==> src/rtl/exec_bus_arbiter.sv <==
// exec_bus_arbiter: shares the peripheral bus between the execute stage and
// the host/debug port. Each transfer is a registered strobe held until the
// slave acks or a timeout expires; the winner gets a one-cycle done pulse
// with read data and an error flag.
module exec_bus_arbiter #(
  parameter int AW             = 8,
  parameter int DW             = 10,
  parameter int TIMEOUT        = 15,
  parameter int EXEC_BURST_MAX = 4
) (
  input  logic          clk,
  input  logic          rst_n,
  // execute stage
  input  logic          ex_req,
  input  logic          ex_we,
  input  logic [AW-1:0] ex_addr,
  input  logic [DW-1:0] ex_wdata,
  output logic [DW-1:0] ex_rdata,
  output logic          ex_done,
  output logic          ex_err,
  output logic          ex_stall,
  // host / debug port
  input  logic          hs_req,
  input  logic          hs_we,
  input  logic [AW-1:0] hs_addr,
  input  logic [DW-1:0] hs_wdata,
  output logic [DW-1:0] hs_rdata,
  output logic          hs_done,
  output logic          hs_err,
  // peripheral bus
  output logic [AW-1:0] bus_addr,
  output logic [DW-1:0] bus_wdata,
  output logic          bus_we,
  output logic          bus_re,
  input  logic [DW-1:0] bus_rdata,
  input  logic          bus_ack
);

  typedef enum logic [1:0] {
    IDLE   = 2'd0,
    GNT_EX = 2'd1,
    GNT_HS = 2'd2
  } state_t;

  // tmo_cnt only has to reach TIMEOUT-1; burst_cnt has to reach EXEC_BURST_MAX.
  localparam int TW = (TIMEOUT > 1) ? $clog2(TIMEOUT) : 1;
  localparam int BW = (EXEC_BURST_MAX > 0) ? $clog2(EXEC_BURST_MAX + 1) : 1;
  localparam logic [TW-1:0] TMO_LAST  = TW'(TIMEOUT - 1);
  localparam logic [BW-1:0] BURST_MAX = BW'(EXEC_BURST_MAX);

  state_t          state;
  logic [TW-1:0]   tmo_cnt;
  logic [BW-1:0]   burst_cnt;

  logic            any_done;
  logic            ex_cand;
  logic            hs_cand;
  logic            pick_ex;
  logic            pick_hs;
  logic            xfer_end;
  logic [DW-1:0]   rsp_data;

  // The completion cycle is a turnaround cycle: the finishing requester still
  // shows its old req, so nobody is sampled. This keeps a held request from
  // being re-granted and lets a pending host meet a fresh execute request
  // on equal terms, which is what makes the burst limit meaningful.
  assign any_done = ex_done | hs_done;
  assign ex_cand  = ex_req & ~any_done;
  assign hs_cand  = hs_req & ~any_done;

  // Execute wins a tie until it has taken EXEC_BURST_MAX grants in a row
  // against a waiting host.
  assign pick_hs  = hs_cand & (~ex_cand | (burst_cnt == BURST_MAX));
  assign pick_ex  = ex_cand & ~pick_hs;

  // Ack beats the timeout when both land in the same cycle.
  assign xfer_end = bus_ack | (tmo_cnt == TMO_LAST);
  assign rsp_data = (bus_ack & bus_re) ? bus_rdata : '0;

  assign ex_stall = ex_req & ~ex_done;

  // Arbitration FSM with registered bus strobes and per-requester responses.
  // NOTE: every register here is assigned with <= so all of them update
  // from the same pre-edge values, regardless of statement order.
  always_ff @(posedge clk or negedge rst_n) begin
    if (!rst_n) begin
      // Async clear drops the strobes immediately, even mid-transfer; the
      // aborted transfer simply never completes.
      state     <= IDLE;
      tmo_cnt   <= '0;
      burst_cnt <= '0;
      bus_addr  <= '0;
      bus_wdata <= '0;
      bus_we    <= 1'b0;
      bus_re    <= 1'b0;
      ex_rdata  <= '0;
      ex_done   <= 1'b0;
      ex_err    <= 1'b0;
      hs_rdata  <= '0;
      hs_done   <= 1'b0;
      hs_err    <= 1'b0;
    end else begin
      ex_done <= 1'b0;
      hs_done <= 1'b0;
      ex_err  <= 1'b0;
      hs_err  <= 1'b0;

      case (state)
        IDLE: begin
          if (pick_hs) begin
            state     <= GNT_HS;
            bus_addr  <= hs_addr;
            bus_wdata <= hs_wdata;
            bus_we    <= hs_we;
            bus_re    <= ~hs_we;
            tmo_cnt   <= '0;
            burst_cnt <= '0;
          end else if (pick_ex) begin
            state     <= GNT_EX;
            bus_addr  <= ex_addr;
            bus_wdata <= ex_wdata;
            bus_we    <= ex_we;
            bus_re    <= ~ex_we;
            tmo_cnt   <= '0;
            if (!hs_req) begin
              burst_cnt <= '0;
            end else if (burst_cnt != BURST_MAX) begin
              burst_cnt <= burst_cnt + BW'(1);
            end
          end
        end

        GNT_EX, GNT_HS: begin
          if (xfer_end) begin
            state     <= IDLE;
            tmo_cnt   <= '0;
            bus_addr  <= '0;
            bus_wdata <= '0;
            bus_we    <= 1'b0;
            bus_re    <= 1'b0;
            if (state == GNT_EX) begin
              ex_done  <= 1'b1;
              ex_err   <= ~bus_ack;
              ex_rdata <= rsp_data;
            end else begin
              hs_done  <= 1'b1;
              hs_err   <= ~bus_ack;
              hs_rdata <= rsp_data;
            end
          end else begin
            tmo_cnt <= tmo_cnt + TW'(1);
          end
        end

        default: state <= IDLE;
      endcase
    end
  end

endmodule

==> config.mk <==
export PLATFORM = sky130hd
export DESIGN_NAME = exec_bus_arbiter
export DESIGN_NICKNAME = d
export VERILOG_FILES = /design/src/rtl/exec_bus_arbiter.sv
export SDC_FILE = /design/constraint.sdc
export NUM_CORES = 1
export LEC_CHECK = 0
export BUFFER_PORTS_ARGS = -buffer_cell sky130_fd_sc_hd__buf_2
export CELL_PAD_IN_SITES_DETAIL_PLACEMENT = 1
export CELL_PAD_IN_SITES_GLOBAL_PLACEMENT = 2
export CORE_UTILIZATION = 29
export DETAILED_ROUTE_END_ITERATION = 8
export GPL_ROUTABILITY_DRIVEN = 1
export GPL_TIMING_DRIVEN = 0
export PLACE_DENSITY_LB_ADDON = 0.2
export SYNTH_ARGS = -nofsm -noshare
export SYNTH_HDL_FRONTEND = slang
export SYNTH_SLANG_ARGS = --single-unit
==> constraint.sdc <==
create_clock -name clk -period 2.25 [get_ports clk]
set_input_delay 0.45 -clock clk [delete_from_list [all_inputs] [get_ports clk]]
set_output_delay 0.45 -clock clk [all_outputs]
set_load 0.05 [all_outputs]
After elaboration in Yosys (flattened, before gate mapping)

Index checks and enable logic that the tools add are counted.

Register bits after elaboration: 53
Output and inout bits: 45
Word-level logic and storage cells: 90

Add/subtract/negate cells: 2
Equal/unequal tests: 8
Multiplexer cells: 40
Bitwise gates (word level): 17
Reductions and logical operators: 10

Operators by type and width:

| operator              | count |
|---|---|
| $mux W10              | 4 |
| $mux W8               | 3 |
| $pmux W10 S2          | 1 |
| $mux W1               | 17 |
| $pmux W8 S2           | 1 |
| $mux W3               | 4 |
| $mux W4               | 3 |
| $reduce_and A3 Y1     | 4 |
| $not A1 Y1            | 8 |
| $pmux W4 S2           | 1 |
| $and A1 B1 Y1         | 6 |
| $mux W2               | 3 |
| $ne A3 B3 Y1 const B  | 2 |
| $add A4 B1 Y4 const B | 1 |
| $eq A4 B4 Y1 const B  | 1 |
| $pmux W1 S2           | 2 |
| $pmux W2 S2           | 1 |
| $reduce_and A2 Y1     | 2 |
| $reduce_bool A2 Y1    | 2 |
| $add A3 B1 Y3 const B | 1 |
| $eq A3 B3 Y1 const B  | 1 |
| $ne A3 B1 Y1 const B  | 1 |
| $or A1 B1 Y1          | 3 |
| $eq A2 B1 Y1 const B  | 1 |
| other kinds (4)       | 4 |

Longest topological paths before layout

Gate-level depths: netlist of the first run.

Depth in word-level cells: 11
Gate-level depth with buffers: 8
Mapped depth without buffers: 6

Worst setup path after synthesis of the first run

No wires, ideal clock.

Path kind: flip-flop to flip-flop
Start: reg ex_done
End: reg bus_addr[1]
Library setup time: 0.078 ns
Arrival: 1.609 ns
Required time: 2.172 ns
Path slack: 0.563 ns
Stages on the path, launching flop included: 7
Period minus slack after synthesis: 1.687 ns
Cell sequence: dfrtp_1 nor2_4 o21ai_2 or3_1 buf_6 buf_6 o2bb2ai_1

Cells in the longest elaborated chain, start to end: 10
Elaborated cells between the ends (all ways): 13
Those cells by class: 1 x eq/ne; 2 x mux; 9 x bitwise; 1 x reduce/logical

Ends and longest elaborated chain:

| item                               | line   | RTL |
|---|---|---|
| start: declaration                 | 19     | `output logic ex_done,` |
| start signal: assignment           | 97     | `ex_done <= 1'b0;` |
| start signal: assignment           | 103    | `ex_done <= 1'b0;` |
| start signal: assignment           | 142    | `ex_done <= 1'b1;` |
| $or A1 B1 Y1 (*)                   | 67     | `assign any_done = ex_done \| hs_done;` |
| $not A1 Y1 (*)                     | 68, 69 |  |
| $and A1 B1 Y1                      | 68     | `assign ex_cand = ex_req & ~any_done;` |
| $not A1 Y1                         | 73     | `assign pick_hs = hs_cand & (~ex_cand \| (burst_cnt == BURST_MAX));` |
| $or A1 B1 Y1                       | 73     |  |
| $and A1 B1 Y1                      | 73     |  |
| $not A1 Y1                         | 74     | `assign pick_ex = ex_cand & ~pick_hs;` |
| $and A1 B1 Y1                      | 74     |  |
| $ne A3 B3 Y1 (no source line)      | -      |  |
| $reduce_and A3 Y1 (no source line) | -      |  |
| end signal: assignment             | 112    | `bus_addr <= hs_addr;` |
| end signal: assignment             | 120    | `bus_addr <= ex_addr;` |
| end: declaration                   | 31     | `output logic [AW-1:0] bus_addr,` |

Mark *: on every way between the ends. The rest lies on a longest branch, timed or not.
A chain may end at the register's enable or synchronous reset.

Worst setup path after layout of the first run

Start: reg tmo_cnt[0]
End: reg hs_rdata[5]

Cells in the longest elaborated chain, start to end: 3

Ends and longest elaborated chain:

| item                               | line | RTL |
|---|---|---|
| start: declaration                 | 52   | `logic [TW-1:0] tmo_cnt;` |
| start signal: assignment           | 151  | `tmo_cnt <= tmo_cnt + TW'(1);` |
| $eq A4 B4 Y1                       | 77   | `assign xfer_end = bus_ack \| (tmo_cnt == TMO_LAST);` |
| $or A1 B1 Y1                       | 77   |  |
| $reduce_and A3 Y1 (no source line) | -    |  |
| end signal: assignment             | 148  | `hs_rdata <= rsp_data;` |
| end: declaration                   | 27   | `output logic [DW-1:0] hs_rdata,` |

Every way passes these cells.

==> results.sh, run 1 <==
export IMPL_drc=0
export IMPL_path_class="reg -> reg"
export IMPL_die_area_sq_um=8600
export IMPL_cp_startpoint="tmo_cnt[0]"
export IMPL_timing_fmax_mhz=520
export IMPL_viasPerCell=4.88
export IMPL_core_sq_um=7850
export IMPL_setup_tns_ns=0
export IMPL_routedWlPerCell_microns=15.8
export IMPL_row_count=32
export IMPL_drive_gt1_frac=0.397
export IMPL_cp_end_kind="flop"
export IMPL_dp_hpwl_microns=4680
export IMPL_worst_hold_path_type="in -> async"
export IMPL_initial_core_util=0.304
export IMPL_cts_setup_buffers=0
export IMPL_vias=1948
export IMPL_synth_fa_ha_area_frac=0.0314
export IMPL_power_leakage_nw=1.68
export IMPL_final_core_util=0.396
export IMPL_power_density_nw_per_um2=1700
export IMPL_rsz0062_at_grt="false"
export IMPL_clkPwrFrac=0.105
export IMPL_grt_pass1_wl_microns=10600
export IMPL_cts_clk_slew_worst_paths_ns=0.10
export IMPL_synth_cell_types=40
export IMPL_fp_dieW_microns=92.8
export IMPL_report_final_slew_viol_count=0
export IMPL_rr_worst_depth=7
export IMPL_vdd_ir_drop_max_mv=0.659
export IMPL_drt_initial_drc_count=37
export IMPL_routed_wirelength_microns=6300
export IMPL_fin_crit_sh=0.855
export IMPL_synth_xor_area_frac=0.00367
export IMPL_io_buffers=96
export IMPL_min_period_ns=1.92
export IMPL_cts_root_buffer="clkbuf_8"
export IMPL_final_setup_viol_count=0
export IMPL_die_height_microns=92.8
export IMPL_r2r_slack_ns=0.33
export IMPL_cts_resized_gates=0
export IMPL_synth_area_leaders="dfrtp_1 56%, mux2i_1 8.0%, a22o_1 7.7%, o2bb2ai_1 7.3%, ha_1 3.1%"
export IMPL_synth_simple_gate_area_frac=0.0749
export IMPL_rr_endpoint="hs_rdata[5]"
export IMPL_critPathLaunchType="flop"
export IMPL_drt_antenna_violating_nets=0
export IMPL_p_sw_frac=0.523
export IMPL_synth_top_family_by_area="compound AO/OA/AOI/OAI gates"
export IMPL_area_growth_pct=30.1
export IMPL_gp_congestion=0.692
export IMPL_ios=98
export IMPL_fillers=926
export IMPL_htree_num_levels=2
export IMPL_p_seq_frac=0.296
export IMPL_worst_pin_slew_ns=0.776
export IMPL_finClkSkew_ns=0.00874
export IMPL_finalHoldViolCount=0
export IMPL_intPower_mw=2.52
export IMPL_syn_cell_area_sq_um=2390
export IMPL_crit_fanout=10
export IMPL_numCtsBuffers=5
export IMPL_n_antenna_cell=0
export IMPL_avgSynthCellArea_sq_um=12.4
export IMPL_cts_buffer_depth=2
export IMPL_tritoncts="done"
export IMPL_grt_remaining_overflow=0
export IMPL_cp_required_ns=2.49
export IMPL_switchingPower_mw=2.76
export IMPL_ys_warn_count=0
export IMPL_muxShareOfSynthArea=0.0796
export IMPL_reg2reg_from="tmo_cnt[0]"
export IMPL_max_slew_margin_rel=0.480
export IMPL_ys_ff_latch=53
export IMPL_cts_sinks=53
export IMPL_grt_use_total=0.156
export IMPL_fin_nets=355
export IMPL_syn_nets=251
export IMPL_synth_area_leader_cell="dfrtp_1"
export IMPL_yosysSeqAreaShare=0.555
export IMPL_arrival_ns=2.17
export IMPL_first_pass_iters=3
export IMPL_grt_pass1_vias=2101
export IMPL_antenna_found_initial=0
export IMPL_grt_start_max_net_pins=54
export IMPL_power_total_mw=5.29
export IMPL_cap_violations=0
export IMPL_synth_top_area_frac=0.555
export IMPL_status="complete, no violations"
export IMPL_clk_insertion_delay_late_ns=0.30
export IMPL_synth_compound_area_share=0.210
export IMPL_syn_inst=192
export IMPL_combPwrFrac=0.599
export IMPL_cts_hold_buf=0
-- stage by stage --
step	worst slack, ns	area (sq um)	std cells	hold slack, ns
after floorplan	0.563	2390	192	0.154
after global placement	0.284	3000	390	0.468
after detailed placement	0.312	3000	390	0.472
after CTS	0.296	3090	398	0.357
after global routing	0.142	3110	399	0.166
final	0.325	3110	399	0.140
-- worst max path at each step --
stage                        endpoint  slack [ns]  cells past startpoint
final                     hs_rdata[5]        0.33                      7
after global routing      hs_rdata[6]        0.14                      7
after CTS                 hs_rdata[5]        0.30                      7
after detailed placement  hs_rdata[5]        0.31                      7
after global placement    hs_rdata[6]        0.28                      7
after floorplan           bus_addr[1]        0.56                      6
-- layout by cell type (no fill, tap or decap), types with 2 or more instances in the layout --
cell type	count
buf_4	2
nand2_1	5
mux2i_1	19
nor3_1	3
or3_1	2
a32o_1	3
nor2_1	5
inv_1	10
o22ai_1	2
o21ai_0	3
ha_1	6
nand3_1	4
clkbuf_1	2
clkbuf_8	5
buf_6	2
nand2b_1	3
buf_2	101
o2bb2ai_1	20
a22o_1	21
dfrtp_1	53
nor2b_1	2
-- area by class of cell --
cell class | instances | area, sq um | share of cell area
timing repair buffer | 97 | 500 | 0.161
inverter | 10 | 37.5 | 0.0121
clock inverter | 3 | 21.3 | 0.00685
buffer | 11 | 70.1 | 0.0226
multi-input combinational | 118 | 955 | 0.307
tap | 102 | 128 | 0.0411
sequential | 53 | 1330 | 0.427
clock buffer | 5 | 68.8 | 0.0222
-- state kept, by name, summed over array words and instances (netlist names) --
register	cells
tmo_cnt	4
state	2
burst_cnt	3
ex_err	1
bus_we	1
bus_re	1
ex_rdata	10
hs_err	1
ex_done	1
bus_wdata	10
hs_done	1
bus_addr	8
hs_rdata	10
-- kinds of logic (layout without fill, tap and decap cells) --
group	count (synthesis)	count (layout)
multiplexers	19	19
adder cells (fa/ha/maj)	6	6
XOR/XNOR	1	1
flip-flops	53	53
AND/OR/NAND/NOR	32	32
buffers and inverters	21	126
AO/OA/AOI/OAI	60	60
-- power by group through the flow --
| stage | registers [mW] | clock network, mW | logic, mW |
|---|---|---|---|
| final | 1.57 | 0.554 | 3.17 |
| after global routing | 1.62 | 0.614 | 3.42 |
| after CTS | 1.57 | 0.582 | 3.21 |
| after detailed placement | 1.57 | 0 | 3.22 |
| after global placement | 1.57 | 0 | 3.17 |
| after floorplan | 2.68 | 0 | 1.29 |
-- cells in the mapped netlist --
master and n:
and2_1 1, nand3b_1 1, a221oi_1 1, o211a_1 1, nand2_1 5, mux2i_1 19
buf_2 5, o21ai_0 3, o21ai_2 1, a22o_1 21, nand3_1 4, nand3_2 1
o21ai_1 1, buf_6 2, a22oi_1 1, a21o_1 1, dfrtp_1 53, and2b_1 1
a21bo_2 1, inv_1 10, nor2_1 5, nand4_1 1, ha_1 6, o311ai_0 1
o211ai_1 1, clkbuf_1 2, o2bb2ai_1 20, nor3b_1 1, a32o_1 3, xnor2_1 1
nor2b_1 2, buf_4 2, nor2_4 1, nor3_1 3, or3_1 2, a21oi_1 1
o22ai_1 2, nand2b_1 3, and3_1 1, a31oi_1 1
-- metal layers --
metal / global-route usage / up-vias / wire, microns
met4: 0.0346 / 0 / 36
met1: 0.208 / 974 / 2890
li1: - / 928 / -
met2: 0.260 / 42 / 3100
met3: 0.0353 / 4 / 273
met5: 0 / - / 0
-- worst max-delay path, cell delays in order (launching register included) --
cell	delay (ns)
dfrtp_1	0.42
inv_1	0.09
ha_1	0.20
a31oi_1	0.27
nor2b_1	0.11
nand2_1	0.09
clkbuf_1	0.45
a22o_1	0.24
Note: power is estimated with default switching activity, not from simulation.
==> run 2: changes to the inputs <==
- CORE_UTILIZATION: 29 -> 32
- clock period: 2.25 -> 2.3 ns (I/O delays scaled with it)
==> run 2 against run 1 <==
Maximum frequency shrank 1.3%; worst setup slack gained 0.024 ns; clock-buffer cell count grew 1; clock skew shrank 0.0019 ns; global-route usage grew 0.78 points; routed wire length shrank 2.5%; power shrank 3.1%; die area shrank 9.2%; highest routed layer unchanged; worst hold slack gained 0.22 ns; clock power shrank 4.5%; final area shrank 0.89%; final cell count shrank 1.0%.
==> results.sh, run 2 (same netlist as run 1, synthesis figures left out) <==
export IMPL_reg2reg_from="tmo_cnt[0]"
export IMPL_ios=98
export IMPL_hold_end="ex_err"
export IMPL_grt_pass1_vias=1964
export IMPL_drt_initial_drc_count=52
export IMPL_finalHoldViolCount=0
export IMPL_dp_cells=387
export IMPL_worst_hold_path_type="in -> reg"
export IMPL_grt_pass1_wl_microns=9840
export IMPL_whs_path_depth=2
export IMPL_finClkSkew_ns=0.00682
export IMPL_clk_insertion_delay_late_ns=0.30
export IMPL_io_buffers=96
export IMPL_report_final_slew_viol_count=0
export IMPL_routedWlPerCell_microns=15.6
export IMPL_grt_start_max_net_pins=54
export IMPL_layout_commonest_cell="buf_2"
export IMPL_core_sq_um=7210
export IMPL_vdd_ir_drop_max_mv=0.658
export IMPL_rr_endpoint="ex_rdata[6]"
export IMPL_n_antenna_cell=0
export IMPL_final_setup_viol_count=0
export IMPL_row_count=31
export IMPL_cts_clk_slew_worst_paths_ns=0.10
export IMPL_cap_violations=0
export IMPL_cts_resized_gates=0
export IMPL_path_class="reg -> reg"
export IMPL_fin_crit_sh=0.848
export IMPL_rr_worst_depth=7
export IMPL_drive_gt1_frac=0.392
export IMPL_cp_end_kind="flop"
export IMPL_initial_core_util=0.331
export IMPL_cts_buffer_depth=2
export IMPL_tritoncts="done"
export IMPL_die_area_sq_um=7810
export IMPL_cts_setup_buffers=0
export IMPL_crit_fanout=10
export IMPL_layout_common_cells="101 x buf_2, 53 x dfrtp_1, 21 x a22o_1"
export IMPL_htree_num_levels=2
export IMPL_top_regs="bus_wdata (10), ex_rdata (10), hs_rdata (10)"
export IMPL_vias=1946
export IMPL_power_leakage_nw=1.67
export IMPL_min_period_ns=1.95
export IMPL_min_from="bus_ack"
export IMPL_grt_remaining_overflow=0
export IMPL_drc=0
export IMPL_rsz0062_at_grt="false"
export IMPL_stdcell_count=395
export IMPL_status="complete, no violations"
export IMPL_dp_hpwl_microns=4670
export IMPL_antenna_found_initial=0
export IMPL_cts_hold_buf=0
export IMPL_numCtsBuffers=5
export IMPL_r2r_slack_ns=0.35
export IMPL_cts_root_buffer="clkbuf_8"
export IMPL_routed_wirelength_microns=6150
export IMPL_worst_pin_slew_ns=1.17
export IMPL_die_height_microns=88.4
export IMPL_cp_required_ns=2.55
export IMPL_grt_use_total=0.164
export IMPL_fp_dieW_microns=88.4
export IMPL_critPathLaunchType="flop"
export IMPL_setup_tns_ns=0
export IMPL_timing_fmax_mhz=513
export IMPL_first_pass_iters=4
export IMPL_cts_sinks=53
export IMPL_max_slew_margin_rel=0.219
export IMPL_viasPerCell=4.93
export IMPL_power_density_nw_per_um2=1660
export IMPL_gp_congestion=0.693
export IMPL_drt_antenna_violating_nets=0
export IMPL_area_growth_pct=28.9
export IMPL_fillers=857
export IMPL_arrival_ns=2.20
export IMPL_fin_nets=354
-- run 2: changes by cell type in the layout (fill, tap and decap cells not counted) --
cell        change
buf_12          -1
clkinvlp_4      -1
clkbuf_1        +1
-- run 2: power by group --
part / internal [mW] / leakage, nW / switching (mW)
clock network: 0.218 / 0.0456 / 0.311
logic: 0.934 / 0.923 / 2.13
registers: 1.31 / 0.701 / 0.224
-- run 2: through the flow --
step,instance area (sq um),hold slack (ns),util,total power [mW],worst slack (ns)
after floorplan,2390,0.164,-,3.88,0.613
after global placement,2990,0.466,0.415,4.62,0.357
after detailed placement,2990,0.469,0.415,4.66,0.285
after CTS,3080,0.347,0.427,5.21,0.266
after global routing,3080,0.348,0.427,5.49,0.191
final,3080,0.355,0.427,5.13,0.349
-- run 2: final cells by class --
| class | count | area, sq um | area share |
|---|---|---|---|
| sequential | 53 | 1330 | 0.431 |
| multi-input combinational | 118 | 955 | 0.310 |
| timing repair buffer | 96 | 480 | 0.156 |
| tap | 99 | 124 | 0.0402 |
| clock buffer | 6 | 72.6 | 0.0236 |
| buffer | 11 | 70.1 | 0.0228 |
| inverter | 10 | 37.5 | 0.0122 |
| clock inverter | 2 | 13.8 | 0.00447 |
-- run 2: layer usage --
| layer | track usage | part of all wire |
|---|---|---|
| met4 | 0.0440 | 0.0099 |
| met3 | 0.0382 | 0.055 |
| met2 | 0.260 | 0.47 |
| met1 | 0.227 | 0.47 |
| met5 | 0 | 0 |
-- run 2: worst max path at each step --
| stage | start | endpoint | cells past startpoint |
|---|---|---|---|
| final | tmo_cnt[0] | ex_rdata[6] | 7 |
| after global placement | state[0] | ex_rdata[5] | 6 |
| after global routing | state[0] | ex_rdata[6] | 6 |
| after detailed placement | state[0] | ex_rdata[6] | 6 |
| after floorplan | ex_done | bus_addr[1] | 6 |
| after CTS | state[0] | ex_rdata[6] | 6 |
-- run 2: critical path: stages, from the launching register on --
cell	delay [ns]
dfrtp_1	0.43
inv_1	0.10
ha_1	0.20
a31oi_1	0.30
nor2b_1	0.11
nand2_1	0.10
clkbuf_1	0.41
a22o_1	0.24
==> run 3: changes to the inputs <==
- CORE_UTILIZATION: 32 -> 29
- clock period: 2.3 -> 1.8 ns (I/O delays scaled with it)
==> run 3 against run 2 <==
Final cell count up 2.0%; sequential share of layout area down 2.0 points; combinational power up 43%; global-route usage down 0.71 points; worst hold slack worse by 0.31 ns; largest cell class unchanged; highest routed layer unchanged.
==> results.sh, run 3 (same netlist as run 1, synthesis figures left out) <==
export IMPL_status="complete, no violations"
export IMPL_fin_nets=359
export IMPL_routedWlPerCell_microns=16.0
export IMPL_crit_fanout=10
export IMPL_crit_slowest_cell="dfrtp_1"
export IMPL_drc=0
export IMPL_finClkSkew_ns=0.00862
export IMPL_place_area_sq_um=3000
export IMPL_n_antenna_cell=0
export IMPL_arrival_ns=2.00
export IMPL_timing_fmax_mhz=567
export IMPL_drive_gt1_frac=0.458
export IMPL_grt_start_max_net_pins=54
export IMPL_fin_crit_sh=0.979
export IMPL_tritoncts="done"
export IMPL_drt_initial_drc_count=44
export IMPL_critPathTopFamily="buffers and inverters"
export IMPL_area_growth_pct=35.4
export IMPL_rsz0062_at_grt="true"
export IMPL_vdd_ir_drop_max_mv=0.871
export IMPL_fillers=910
export IMPL_die_area_sq_um=8600
export IMPL_worst_path_buf_inv=4
export IMPL_final_seq_area_sq_um=1330
export IMPL_layout_common_cells="100 x buf_2, 52 x dfrtp_1, 21 x a22o_1"
export IMPL_htree_num_levels=2
export IMPL_core_sq_um=7850
export IMPL_cts_clk_slew_worst_paths_ns=0.10
export IMPL_critPathMaxStageDelay_ns=0.39
export IMPL_power_leakage_nw=1.72
export IMPL_min_period_ns=1.76
export IMPL_cp_end_kind="flop"
export IMPL_cpMostUsedCell="buf_6"
export IMPL_clk_insertion_delay_late_ns=0.31
export IMPL_grt_remaining_overflow=0
export IMPL_gp_congestion=0.692
export IMPL_die_height_microns=92.8
export IMPL_layout_commonest_cell="buf_2"
export IMPL_vias=1979
export IMPL_drt_antenna_violating_nets=0
export IMPL_stdcell_area_sq_um=3230
export IMPL_cts_root_buffer="clkbuf_8"
export IMPL_multi_input_area_sq_um=1020
export IMPL_fp_dieW_microns=92.8
export IMPL_max_slew_margin_rel=0.605
export IMPL_first_pass_iters=4
export IMPL_io_buffers=96
export IMPL_routed_wirelength_microns=6470
export IMPL_dp_hpwl_microns=4680
export IMPL_cts_buffer_depth=2
export IMPL_report_final_slew_viol_count=0
export IMPL_power_density_nw_per_um2=2180
export IMPL_path_cells="inv_1, ha_1, buf_6, or3_1, buf_6, buf_6, o2bb2ai_1"
export IMPL_worst_pin_slew_ns=0.593
export IMPL_grt_pass1_wl_microns=10600
export IMPL_finalHoldViolCount=0
export IMPL_grt_use_total=0.157
export IMPL_initial_core_util=0.304
export IMPL_worst_hold_path_type="in -> async"
export IMPL_cts_hold_buf=0
export IMPL_stdcell_count=403
export IMPL_cap_violations=0
export IMPL_dp_cells=390
export IMPL_cts_sinks=53
export IMPL_top_regs="bus_wdata (10), ex_rdata (10), hs_rdata (10)"
export IMPL_row_count=32
export IMPL_grt_pass1_vias=2094
export IMPL_path_class="reg -> reg"
export IMPL_cp_required_ns=2.03
export IMPL_numCtsBuffers=5
export IMPL_final_setup_viol_count=0
export IMPL_antenna_found_initial=0
export IMPL_critPathLaunchType="flop"
export IMPL_ios=98
export IMPL_r2r_slack_ns=0.04
export IMPL_viasPerCell=4.91
run 3: stage by stage:
step / hold slack [ns] / TNS (ns) / utilization / power (mW) / setup slack [ns]
after floorplan: 0.0644 / 0 / - / 4.96 / 0.113
after global placement: 0.468 / -3.68 / 0.382 / 5.92 / -0.166
after global routing: 0.0759 / -0.0635 / 0.412 / 7.52 / -0.0272
final: 0.0486 / 0 / 0.412 / 7.04 / 0.0378
after CTS: 0.267 / -1.13 / 0.397 / 6.80 / -0.0794
after detailed placement: 0.472 / -3.12 / 0.382 / 5.98 / -0.138
run 3: worst reg2reg max path, delay by kind of cell, from the launching register on:
family / cells / cell delay, ns
buffers and inverters: 4 / 0.53
adders and majority gates: 1 / 0.24
DFF: 1 / 0.39
and+or+nand+nor: 1 / 0.38
AOI/OAI and AO/OA: 1 / 0.16
run 3: final timing paths:
check,end,cells past startpoint,from
min reg2reg,bus_addr[4],1,bus_addr[4]
min in group clk,hs_rdata[0],2,bus_rdata[0]
max reg2reg,bus_wdata[6],7,state[1]
max in group asynchronous,tmo_cnt[0],2,rst_n
max,bus_wdata[6],7,state[1]
min,ex_err,1,rst_n
run 3: cell type report:
cell class / instances / area share
Tap cell: 102 / 0.0395
Clock buffer: 5 / 0.0213
Clock inverter: 3 / 0.00658
Buffer: 11 / 0.0279
Multi-Input combinational cell: 118 / 0.315
Inverter: 10 / 0.0116
Sequential cell: 53 / 0.411
Timing Repair Buffer: 101 / 0.167
run 3: timing repair:
action,CTS,global route
setup endpoints to repair,42,44
cloned,0,1
resized for setup,8,17
setup buffers,1,2
run 3: report_power, final:
group / leakage (nW) / internal (mW) / switching (mW) / total (mW)
combinational: 0.973 / 1.48 / 2.90 / 4.38
clock: 0.0445 / 0.277 / 0.415 / 0.693
sequential: 0.700 / 1.68 / 0.287 / 1.97
run 3: routing by layer:
metal | share of wire | routed length, microns | global-route usage | up-vias
met5 | 0 | 0 | 0 | -
met4 | 0.0070 | 45 | 0.0346 | 0
met3 | 0.043 | 280 | 0.0353 | 6
met2 | 0.50 | 3220 | 0.261 | 43
met1 | 0.45 | 2920 | 0.209 | 995
li1 | - | - | - | 935
